$ cat src/rtl/ysyx_22050243_id_hazard_unit_pkg.sv
// ysyx_22050243_id_hazard_unit_pkg: opcode constants, forward-select encoding and operand-use decode for the ID hazard unit
package ysyx_22050243_id_hazard_unit_pkg;
  localparam logic [6:0] OPC_LUI    = 7'b0110111;
  localparam logic [6:0] OPC_AUIPC  = 7'b0010111;
  localparam logic [6:0] OPC_JAL    = 7'b1101111;
  localparam logic [6:0] OPC_JALR   = 7'b1100111;
  localparam logic [6:0] OPC_BRANCH = 7'b1100011;
  localparam logic [6:0] OPC_LOAD   = 7'b0000011;
  localparam logic [6:0] OPC_STORE  = 7'b0100011;
  localparam logic [6:0] OPC_OP     = 7'b0110011;
  localparam logic [6:0] OPC_OPIMM  = 7'b0010011;
  typedef enum logic [1:0] {FWD_RF = 2'b00, FWD_EXMEM = 2'b01, FWD_MEMWB = 2'b10} fwd_e;
  function automatic logic uses_rs1(input logic [6:0] op);
    return op inside {OPC_JALR, OPC_BRANCH, OPC_LOAD, OPC_STORE, OPC_OP, OPC_OPIMM};
  endfunction
  function automatic logic uses_rs2(input logic [6:0] op);
    return op inside {OPC_BRANCH, OPC_STORE, OPC_OP};
  endfunction
  function automatic logic writes_rd(input logic [6:0] op);
    return op inside {OPC_LUI, OPC_AUIPC, OPC_JAL, OPC_JALR, OPC_LOAD, OPC_OP, OPC_OPIMM};
  endfunction
endpackage

$ cat src/rtl/ysyx_22050243_scoreboard.sv
// ysyx_22050243_scoreboard: pending-write bit per GPR for long-latency ops; set/clear ports, rs1/rs2/rd read ports, busy flag
module ysyx_22050243_scoreboard #(
  parameter int AW = 5
) (
  input  logic          clk,
  input  logic          rst,
  input  logic          set_en,
  input  logic [AW-1:0] set_idx,
  input  logic          clr_en,
  input  logic [AW-1:0] clr_idx,
  input  logic [AW-1:0] ra1,
  input  logic [AW-1:0] ra2,
  input  logic [AW-1:0] ra3,
  output logic          rd1,
  output logic          rd2,
  output logic          rd3,
  output logic          busy
);
  localparam int DEPTH = 2 ** AW;
  logic [DEPTH-1:0] r_pend;
  logic [DEPTH-1:0] w_pend_nxt;
  // clear applied first so a same-index set wins; x0 is never tracked
  always_comb begin
    w_pend_nxt = r_pend;
    if (clr_en) w_pend_nxt[clr_idx] = 1'b0;
    if (set_en && set_idx != '0) w_pend_nxt[set_idx] = 1'b1;
  end
  always_ff @(posedge clk or posedge rst)
    if (rst) r_pend <= '0;
    else r_pend <= w_pend_nxt;
  // reads see the pre-update vector, so a bit cleared this cycle still reads pending
  assign rd1  = r_pend[ra1];
  assign rd2  = r_pend[ra2];
  assign rd3  = r_pend[ra3];
  assign busy = |r_pend;
endmodule

$ cat src/rtl/ysyx_22050243_id_hazard_unit.sv
// ysyx_22050243_id_hazard_unit: ID-stage stall/forward for ID-resolved JALR/BRANCH plus long-latency scoreboard and stall timeout
module ysyx_22050243_id_hazard_unit
  import ysyx_22050243_id_hazard_unit_pkg::*;
#(
  parameter int GPR_ADDR_WIDTH  = 5,
  parameter int IBUS_DATA_WIDTH = 32,
  parameter int BRANCH_IN_ID    = 1,
  parameter int STALL_CNT_WIDTH = 6,
  parameter int STALL_LIMIT     = 40
) (
  input  logic                       clk,
  input  logic                       rst,
  input  logic [IBUS_DATA_WIDTH-1:0] inst_if_2_id_ff,
  input  logic                       id_valid,
  input  logic [GPR_ADDR_WIDTH-1:0]  rd_id_2_ex_ff,
  input  logic                       reg_w_id_2_ex_ff,
  input  logic [GPR_ADDR_WIDTH-1:0]  rd_ex_2_mem_ff,
  input  logic                       reg_w_ex_2_mem_ff,
  input  logic                       mem_r_ex_2_mem_ff,
  input  logic [GPR_ADDR_WIDTH-1:0]  rd_mem_2_wb_ff,
  input  logic                       reg_w_mem_2_wb_ff,
  input  logic                       lop_issue,
  input  logic [GPR_ADDR_WIDTH-1:0]  lop_rd,
  input  logic                       lop_wb,
  input  logic [GPR_ADDR_WIDTH-1:0]  lop_wb_rd,
  output logic [1:0]                 fwd_rs1,
  output logic [1:0]                 fwd_rs2,
  output logic                       stall_id,
  output logic                       stall_timeout,
  output logic                       sb_busy
);
  localparam int AW = GPR_ADDR_WIDTH;
  logic [6:0] w_op;
  logic [AW-1:0] w_rs1, w_rs2, w_rd;
  logic w_unused;
  logic w_ctl1, w_ctl2, w_nz1, w_nz2, w_mem_alu, w_mem_ld;
  logic w_pend1, w_pend2, w_pend_rd;
  logic w_pst1, w_pst2, w_sst1, w_sst2, w_waw;
  fwd_e w_fwd1, w_fwd2;
  logic [STALL_CNT_WIDTH-1:0] r_stall_cnt, w_cnt_nxt;
  logic r_timeout;
  assign w_op     = inst_if_2_id_ff[6:0];
  assign w_rd     = inst_if_2_id_ff[7 +: AW];
  assign w_rs1    = inst_if_2_id_ff[15 +: AW];
  assign w_rs2    = inst_if_2_id_ff[20 +: AW];
  assign w_unused = ^inst_if_2_id_ff;
  assign w_ctl1    = w_op == OPC_JALR || (BRANCH_IN_ID != 0 && w_op == OPC_BRANCH);
  assign w_ctl2    = BRANCH_IN_ID != 0 && w_op == OPC_BRANCH;
  assign w_nz1     = |w_rs1;
  assign w_nz2     = |w_rs2;
  assign w_mem_alu = reg_w_ex_2_mem_ff && !mem_r_ex_2_mem_ff;
  assign w_mem_ld  = reg_w_ex_2_mem_ff && mem_r_ex_2_mem_ff;
  // a producer in EX, or a load in MEM, has no value yet that ID can forward
  assign w_pst1 = w_ctl1 && w_nz1 && ((w_rs1 == rd_id_2_ex_ff && reg_w_id_2_ex_ff) || (w_rs1 == rd_ex_2_mem_ff && w_mem_ld));
  assign w_pst2 = w_ctl2 && w_nz2 && ((w_rs2 == rd_id_2_ex_ff && reg_w_id_2_ex_ff) || (w_rs2 == rd_ex_2_mem_ff && w_mem_ld));
  assign w_fwd1 = !(id_valid && w_ctl1 && w_nz1) ? FWD_RF :
                  (w_rs1 == rd_ex_2_mem_ff && w_mem_alu) ? FWD_EXMEM :
                  (w_rs1 == rd_mem_2_wb_ff && reg_w_mem_2_wb_ff) ? FWD_MEMWB : FWD_RF;
  assign w_fwd2 = !(id_valid && w_ctl2 && w_nz2) ? FWD_RF :
                  (w_rs2 == rd_ex_2_mem_ff && w_mem_alu) ? FWD_EXMEM :
                  (w_rs2 == rd_mem_2_wb_ff && reg_w_mem_2_wb_ff) ? FWD_MEMWB : FWD_RF;
  assign fwd_rs1 = w_fwd1;
  assign fwd_rs2 = w_fwd2;
  ysyx_22050243_scoreboard #(.AW(AW)) u_sb (
    .clk     (clk),
    .rst     (rst),
    .set_en  (lop_issue),
    .set_idx (lop_rd),
    .clr_en  (lop_wb),
    .clr_idx (lop_wb_rd),
    .ra1     (w_rs1),
    .ra2     (w_rs2),
    .ra3     (w_rd),
    .rd1     (w_pend1),
    .rd2     (w_pend2),
    .rd3     (w_pend_rd),
    .busy    (sb_busy)
  );
  assign w_sst1   = uses_rs1(w_op) && w_nz1 && w_pend1;
  assign w_sst2   = uses_rs2(w_op) && w_nz2 && w_pend2;
  assign w_waw    = writes_rd(w_op) && |w_rd && w_pend_rd;
  assign stall_id = id_valid && (w_pst1 || w_pst2 || w_sst1 || w_sst2 || w_waw);
  assign w_cnt_nxt = !stall_id ? '0 : (&r_stall_cnt) ? r_stall_cnt : r_stall_cnt + 1'b1;
  always_ff @(posedge clk or posedge rst)
    if (rst) begin
      r_stall_cnt <= '0;
      r_timeout   <= 1'b0;
    end else begin
      r_stall_cnt <= w_cnt_nxt;
      r_timeout   <= r_timeout || w_cnt_nxt == STALL_CNT_WIDTH'(STALL_LIMIT);
    end
  assign stall_timeout = r_timeout;
endmodule

$ cat config.mk
export PLATFORM = sky130hd
export DESIGN_NAME = ysyx_22050243_id_hazard_unit
export DESIGN_NICKNAME = d
export VERILOG_FILES = /design/src/rtl/ysyx_22050243_id_hazard_unit_pkg.sv /design/src/rtl/ysyx_22050243_scoreboard.sv /design/src/rtl/ysyx_22050243_id_hazard_unit.sv
export SDC_FILE = /design/constraint.sdc
export NUM_CORES = 1
export LEC_CHECK = 0
export ABC_AREA = 1
export BUFFER_PORTS_ARGS = -buffer_cell sky130_fd_sc_hd__buf_2
export CAP_MARGIN = 10
export CORE_MARGIN = 2
export CORE_UTILIZATION = 51
export DETAILED_ROUTE_END_ITERATION = 7
export PLACE_DENSITY = 0.8
export SLEW_MARGIN = 20
export SYNTH_ARGS = -nofsm -noshare
export SYNTH_HDL_FRONTEND = slang
export SYNTH_HIERARCHICAL = 1
export SYNTH_SLANG_ARGS = --single-unit
$ cat constraint.sdc
create_clock -name clk -period 1.5 [get_ports clk]
set_input_delay 0.075 -clock clk [delete_from_list [all_inputs] [get_ports clk]]
set_output_delay 0.075 -clock clk [all_outputs]
set_load 0.02 [all_outputs]
Yosys cells after proc, flatten, opt, wreduce, memory -nomap -nowiden
Cells that the tools add are included.
Storage, ports and cells
  register bits: 39
  logic and storage cells: 96
  output and inout port bits: 7
  bits of input ports: 66
Cells by class
  muxes and demuxes: 20
  add/sub/neg operators: 1
  bitwise logic cells: 3
  reductions and logical operators: 46
  $lt $le $gt $ge: 7
  equality and inequality tests: 16
Operators with widths (count)
  $mux W32: 2
  $and A32 B32 Y32: 1
  $not A32 Y32: 1
  $or A32 B32 Y32: 1
  $reduce_or A32 Y1: 1
  $eq A5 B5 Y1: 6
  $lt A5 B6 Y1 const B: 5
  $logic_and A1 B1 Y1: 28
  $eq A7 B6 Y1 const B: 3
  $eq A7 B7 Y1 const B: 3
  $bmux W1 S5: 3
  $reduce_or A5 Y1: 3
  $eq A7 B5 Y1 const B: 2
  $mux W2: 6
  $mux W6: 2
  $demux W1 S5: 2
  $ge A5 B1 Y1 const B: 2
  $logic_or A1 B1 Y1: 8
  $eq A7 B2 Y1 const B: 1
  $reduce_bool A7 Y1: 1
  $add A6 B1 Y6 const B: 1
  $eq A6 B6 Y1 const B: 1
  $reduce_and A6 Y1: 1
  $reduce_bool A6 Y1: 1
  4 further kinds: 8

Logic depth before layout (Yosys ltp)
  word-level depth: 12
  mapped depth: 20
  gate-level depth less buffers: 18

Modules after synthesis
Netlist, hierarchy kept.
By module, submodules not included
  ysyx_22050243_scoreboard: instances 1, sequential area each 800.8 um2, area each 2427.3 um2, cells an instance 380
  ysyx_22050243_id_hazard_unit: instances 1, sequential area each 175.2 um2, area each 1073.5 um2, cells an instance 190

Worst setup path after synthesis
OpenSTA, ideal clock, no wires.
  path kind: register -> register
  start point: register u_sb.r_pend[29]
  end point: register r_timeout (netlist: stall_timeout)
  buffers on the path: 0
  slack: -0.035 ns
  stages on the path, launching flop included: 18
  arrival: 1.459 ns
  cell sequence: dfrtp_1 > nand2_1 > nand3_1 > nand3_1 > nand2_1 > nand2_1 > nand2_1 > nand2_1 > nand2_1 > nand2_1 > a21oi_1 > nand3_1 > nand2_1 > nor2_2 > nand3_2 > nand3_1 > nand2_1 > o21ai_1
Between the ends
  elaborated cells between the ends (all ways): 16
  those cells by class: 1 x eq/ne; 7 x mux; 8 x reduce/logical
RTL lines
  from (decl): RTL line ysyx_22050243_scoreboard.sv:20  | logic [DEPTH-1:0] r_pend;
  from (signal assigned): RTL line ysyx_22050243_scoreboard.sv:30  | else r_pend <= w_pend_nxt;
  $bmux W1 S5: RTL line ysyx_22050243_scoreboard.sv:33  | assign rd2 = r_pend[ra2];
  $mux W1 (implied by the code): RTL line ysyx_22050243_scoreboard.sv:33
  via w_pend2: RTL line ysyx_22050243_id_hazard_unit.sv:37  | logic w_pend1, w_pend2, w_pend_rd;
  $logic_and A1 B1 Y1: RTL line ysyx_22050243_id_hazard_unit.sv:80  | assign w_sst2 = uses_rs2(w_op) && w_nz2 && w_pend2;
  $logic_or A1 B1 Y1 (2 in a row): RTL line ysyx_22050243_id_hazard_unit.sv:82  | assign stall_id = id_valid && (w_pst1 || w_pst2 || w_sst1 || w_sst2 || w_waw);
  $logic_and A1 B1 Y1: RTL line ysyx_22050243_id_hazard_unit.sv:82
  $mux W6: RTL line ysyx_22050243_id_hazard_unit.sv:83  | assign w_cnt_nxt = !stall_id ? '0 : (&r_stall_cnt) ? r_stall_cnt : r_stall_cnt + 1'b1;
  $eq A6 B6 Y1: RTL line ysyx_22050243_id_hazard_unit.sv:90  | r_timeout <= r_timeout || w_cnt_nxt == STALL_CNT_WIDTH'(STALL_LIMIT);
  $logic_or A1 B1 Y1: RTL line ysyx_22050243_id_hazard_unit.sv:90
  to (signal assigned): RTL line ysyx_22050243_id_hazard_unit.sv:90
  to (decl): RTL line ysyx_22050243_id_hazard_unit.sv:41  | logic r_timeout;
The timed path passes the listed nets, and every way through them passes these cells. The select of a mux whose other input is x is not followed.

Final worst setup path
  start point: register u_sb.r_pend[13]
  end point: register r_timeout (netlist: stall_timeout)
Between the ends
  elaborated cells between the ends (all ways): 16
  those cells by class: 1 x eq/ne; 7 x mux; 8 x reduce/logical
RTL lines
  $bmux W1 S5: RTL line ysyx_22050243_scoreboard.sv:34  | assign rd3 = r_pend[ra3];
  $mux W1 (implied by the code): RTL line ysyx_22050243_scoreboard.sv:34
  via w_pend_rd: RTL line ysyx_22050243_id_hazard_unit.sv:37
  $logic_and A1 B1 Y1: RTL line ysyx_22050243_id_hazard_unit.sv:81  | assign w_waw = writes_rd(w_op) && |w_rd && w_pend_rd;
  $logic_or A1 B1 Y1: RTL line ysyx_22050243_id_hazard_unit.sv:82
  $logic_and A1 B1 Y1: RTL line ysyx_22050243_id_hazard_unit.sv:82
  $mux W6: RTL line ysyx_22050243_id_hazard_unit.sv:83
  $eq A6 B6 Y1: RTL line ysyx_22050243_id_hazard_unit.sv:90
  $logic_or A1 B1 Y1: RTL line ysyx_22050243_id_hazard_unit.sv:90
The timed path passes the listed nets, and every way through them passes these cells. The select of a mux whose other input is x is not followed.

==> run_results.csv <==
group,metric,value,unit
run_status,status,"finished with violations",
run_status,violations,"setup timing",
clock_tree,cts_buffers,5,
sta,final_max_slew_viol_count,0,
floorplanning,dieHeight,86.85,microns
power,leakage,0.002316,uW
route,first_iter_violations,509,
global_routing,grt_util_met2,0.5260,
global_routing,grt_util_met1,0.4407,
final_layout,final_core_util,0.6849,
setup_path,slowest_delay,0.44,ns
sta,fmax,474.4,MHz
floorplanning,rows,30,
final_layout,final_nets,757,
setup_path,crit_chain,"buf_4, nand2_1, nand3_1, nand3_1, nand2_1, nand2_1, nand2_1, nand2_1, nand2_1, o21ai_0, a21oi_1, nor2_2, nand3_2, buf_4, buf_6, nand3_2, nand2_1, o21ai_1",
yosys,syn-num-nets,637,
job,maxCapViolations,0,
setup_path,critPathSlowestCell,"dfrtp_2",
yosys,ys_warn_count,6,
sta,rsz0062_at_grt,"yes",
floorplanning,die_area,0.007543,sq mm
route,vias,4460,
route,detail-route-antenna-nets,0,
yosys,synth_seq_cells,39,
yosys,syn-instance-count,570,
clock_tree,cts_buffer_depth,2,
clock_tree,h-tree-depth,2,
floorplanning,core,0.006719,sq mm
setup_path,startpoint_type,"flop",
yosys,ys_types,33,
yosys,netlist.area_leader.share,0.2788,
route,first_pass_iters,5,
route,routed_wl,12.25,mm
setup_path,cp_data_arrival_time,2.32,ns
setup_path,crit_fanout,3,
global_routing,antenna_found_initial,0,
global_routing,grt_overflow,0,
setup_path,crit_type,"reg -> reg",
placement,placed_cell_area,0.004170,sq mm
global_routing,met3_usage,0.04929,
placement,pre_cts_ws,-0.4001,ns
placement,port_buffers,62,
min_path,hold_path.class,"in -> reg",
placement,place.detailed.hpwl,8.869,mm
global_routing,grt_start_max_net_pins,33,
yosys,syn-cell-area,0.003501,sq mm
sta,finClkSkew,0.01157,ns
sta,finalSetupViolCount,9,
route,drcViolationCount,0,
route,routedWlPerCell,15.88,microns
route,via_per_inst,5.785,
clock_tree,cts.clk_slew.worst_paths,0.09,ns
final_layout,layout-drive-gt1-share,0.2808,
clock_tree,cts_tree,"done",
sta,setup_slack,-0.6077,ns
yosys,yosys.area.top_type,"dfrtp_1",
floorplanning,start_util,0.5210,
power,vdd_drop_max,0.0008655,V
min_path,whs_path_depth,3,
clock_tree,clk_latency,0.30,ns
setup_path,endpoint_kind,"flop",
power,p_per_area,914.1,mW/mm^2
yosys,synth_area_leaders,"dfrtp_1 (28%), nand2_1 (21%), nand3_1 (15%)",
sta,finalHoldViolations,0,
global_routing,grt_usage,0.3264,
global_routing,grt_pass1_wl,19.56,mm
sta,fin_crit_sh,1.405,
sta,finalCriticalPeriod,2.108,ns
final_layout,final_cell_area,0.004602,sq mm
setup_path,path_common_cell,"nand2_1",
setup_path,critPathRequiredTime,1.71,ns
setup_path,r2r.worst_path.cells,18,
yosys,post_synth.cell_area_avg,6.142,sq um
final_layout,insertedDiodeCount,0,
floorplanning,die_width,86.85,microns
global_routing,globalRoute.busiestLayer,"met2",
global_routing,grt_pass1_vias,4298,
sta,worstMarginPinSlew,0.4189,ns
placement,place_congestion,0.9859,
yosys,seq_area_frac_synth,0.2788,
clock_tree,cts_sinks,39,
floorplanning,ios,73,
clock_tree,root_buffer,"clkbuf_8",
sta,slew-limit-headroom,0.7207,
final_layout,syn_to_final_growth,31.45,%
## placed cells by master, fill, tap and decap left out, types with 2 or more instances in the layout
| cell type | instances |
|---|---|
| a21oi_1 | 4 |
| a21oi_2 | 4 |
| buf_2 | 58 |
| buf_4 | 55 |
| buf_6 | 10 |
| bufinv_16 | 2 |
| clkbuf_8 | 5 |
| dfrtp_1 | 23 |
| dfrtp_2 | 16 |
| inv_1 | 49 |
| inv_2 | 8 |
| inv_6 | 3 |
| nand2_1 | 192 |
| nand2_2 | 5 |
| nand3_1 | 102 |
| nand3_2 | 6 |
| nand4_1 | 9 |
| nor2_1 | 17 |
| nor2_2 | 5 |
| nor2_4 | 2 |
| nor3_1 | 4 |
| nor4_1 | 4 |
| nor4_2 | 6 |
| o21ai_0 | 71 |
| o22ai_1 | 3 |
| or2_2 | 2 |
| xnor2_1 | 4 |
| xor2_1 | 5 |
## sequential cells by signal, summed over array words and instances, names as in the netlist
signal,cells
u_sb/r_pend,32
r_stall_cnt,6
stall_timeout,1
## synth_stat cells
master	number
inv_6	3
nor2_1	22
nand2_1	195
nor3_1	4
xor2_1	5
inv_1	50
mux2i_1	1
buf_4	3
a21oi_1	8
o31a_1	1
a221oi_1	1
or2_2	2
nand3_2	2
o21ai_0	71
a21boi_0	1
nor3_2	1
xnor2_1	4
o21ai_1	1
o2111ai_1	1
nor3_4	1
dfrtp_1	39
nand4_1	9
nor2_2	2
buf_6	9
o21a_1	1
a31oi_2	1
nand3_1	106
nor4_1	11
o22ai_1	3
inv_2	7
or2_0	1
nand2_2	3
ha_1	1
## layer usage
layer  part of all wire  up-vias
met5                  0        -
met3              0.098       35
li1                   -     2142
met1               0.40     2029
met2               0.47      254
met4              0.026        0
## metrics by stage
step           TNS (ns)  hold slack (ns)  power [uW]  cells
3_5_place_dp     -2.826          0.02765        2874    748
2_1_floorplan  -0.02406          -0.1216        2171    570
4_1_cts          -3.008          0.07602        4040    763
6_report         -4.099          0.08172        4207    771
5_1_grt          -5.324          0.08978        4423    771
3_3_place_gp     -2.756          0.02319        2844    748
## worst paths after layout
kind / start / slack [ns] / end
worst max-delay path: u_sb/r_pend[13]$_DFF_PP0_ / -0.61 / stall_timeout$_DFF_PP0_
worst min-delay path: id_valid / 0.08 / r_stall_cnt[2]$_DFF_PP0_
worst max register to register: u_sb/r_pend[13]$_DFF_PP0_ / -0.61 / stall_timeout$_DFF_PP0_
worst min register to register: stall_timeout$_DFF_PP0_ / 0.54 / stall_timeout$_DFF_PP0_
max in group asynchronous: rst / 0.76 / u_sb/r_pend[23]$_DFF_PP0_
min in group asynchronous: rst / 0.26 / r_stall_cnt[0]$_DFF_PP0_
## power breakdown
part	internal, uW	switching (uW)
Combinational	728	818
Clock	664	398
Sequential	1270	334
## logic make-up after synthesis
logic type / share of synthesized area
multiplexers: 0.002859
AO/OA/AOI/OAI: 0.1351
XOR/XNOR: 0.02251
flip-flops: 0.2788
adder cells (fa/ha/maj): 0.003573
AND/OR/NAND/NOR: 0.4532
buffers and inverters: 0.1040
## repair_timing
| item | in CTS | in global routing |
|---|---|---|
| resized for setup | 29 | 26 |
| setup endpoints to repair | 11 | 12 |
| hold buffers | 1 | 0 |
| buffers inserted | 8 | 9 |
| pin swaps | 20 | 14 |
| hold endpoints to repair | 39 | 0 |
## worst max-delay path: cells and delay by family (launching register included)
| kind | cells | cell delay (ns) |
|---|---|---|
| flops | 1 | 0.44 |
| compound gates | 3 | 0.29 |
| buf+inv | 3 | 0.43 |
| simple gates | 12 | 0.86 |
## area by class of cell
cell class | count | area (sq um)
multi-input combinational | 459 | 2283
fill | 579 | 2117
sequential | 39 | 996.0
timing repair buffer | 125 | 845.8
inverter | 60 | 240.2
tap | 80 | 100.1
clock buffer | 5 | 68.82
clock inverter | 3 | 67.56
Power figures use the tool's default switching activity.
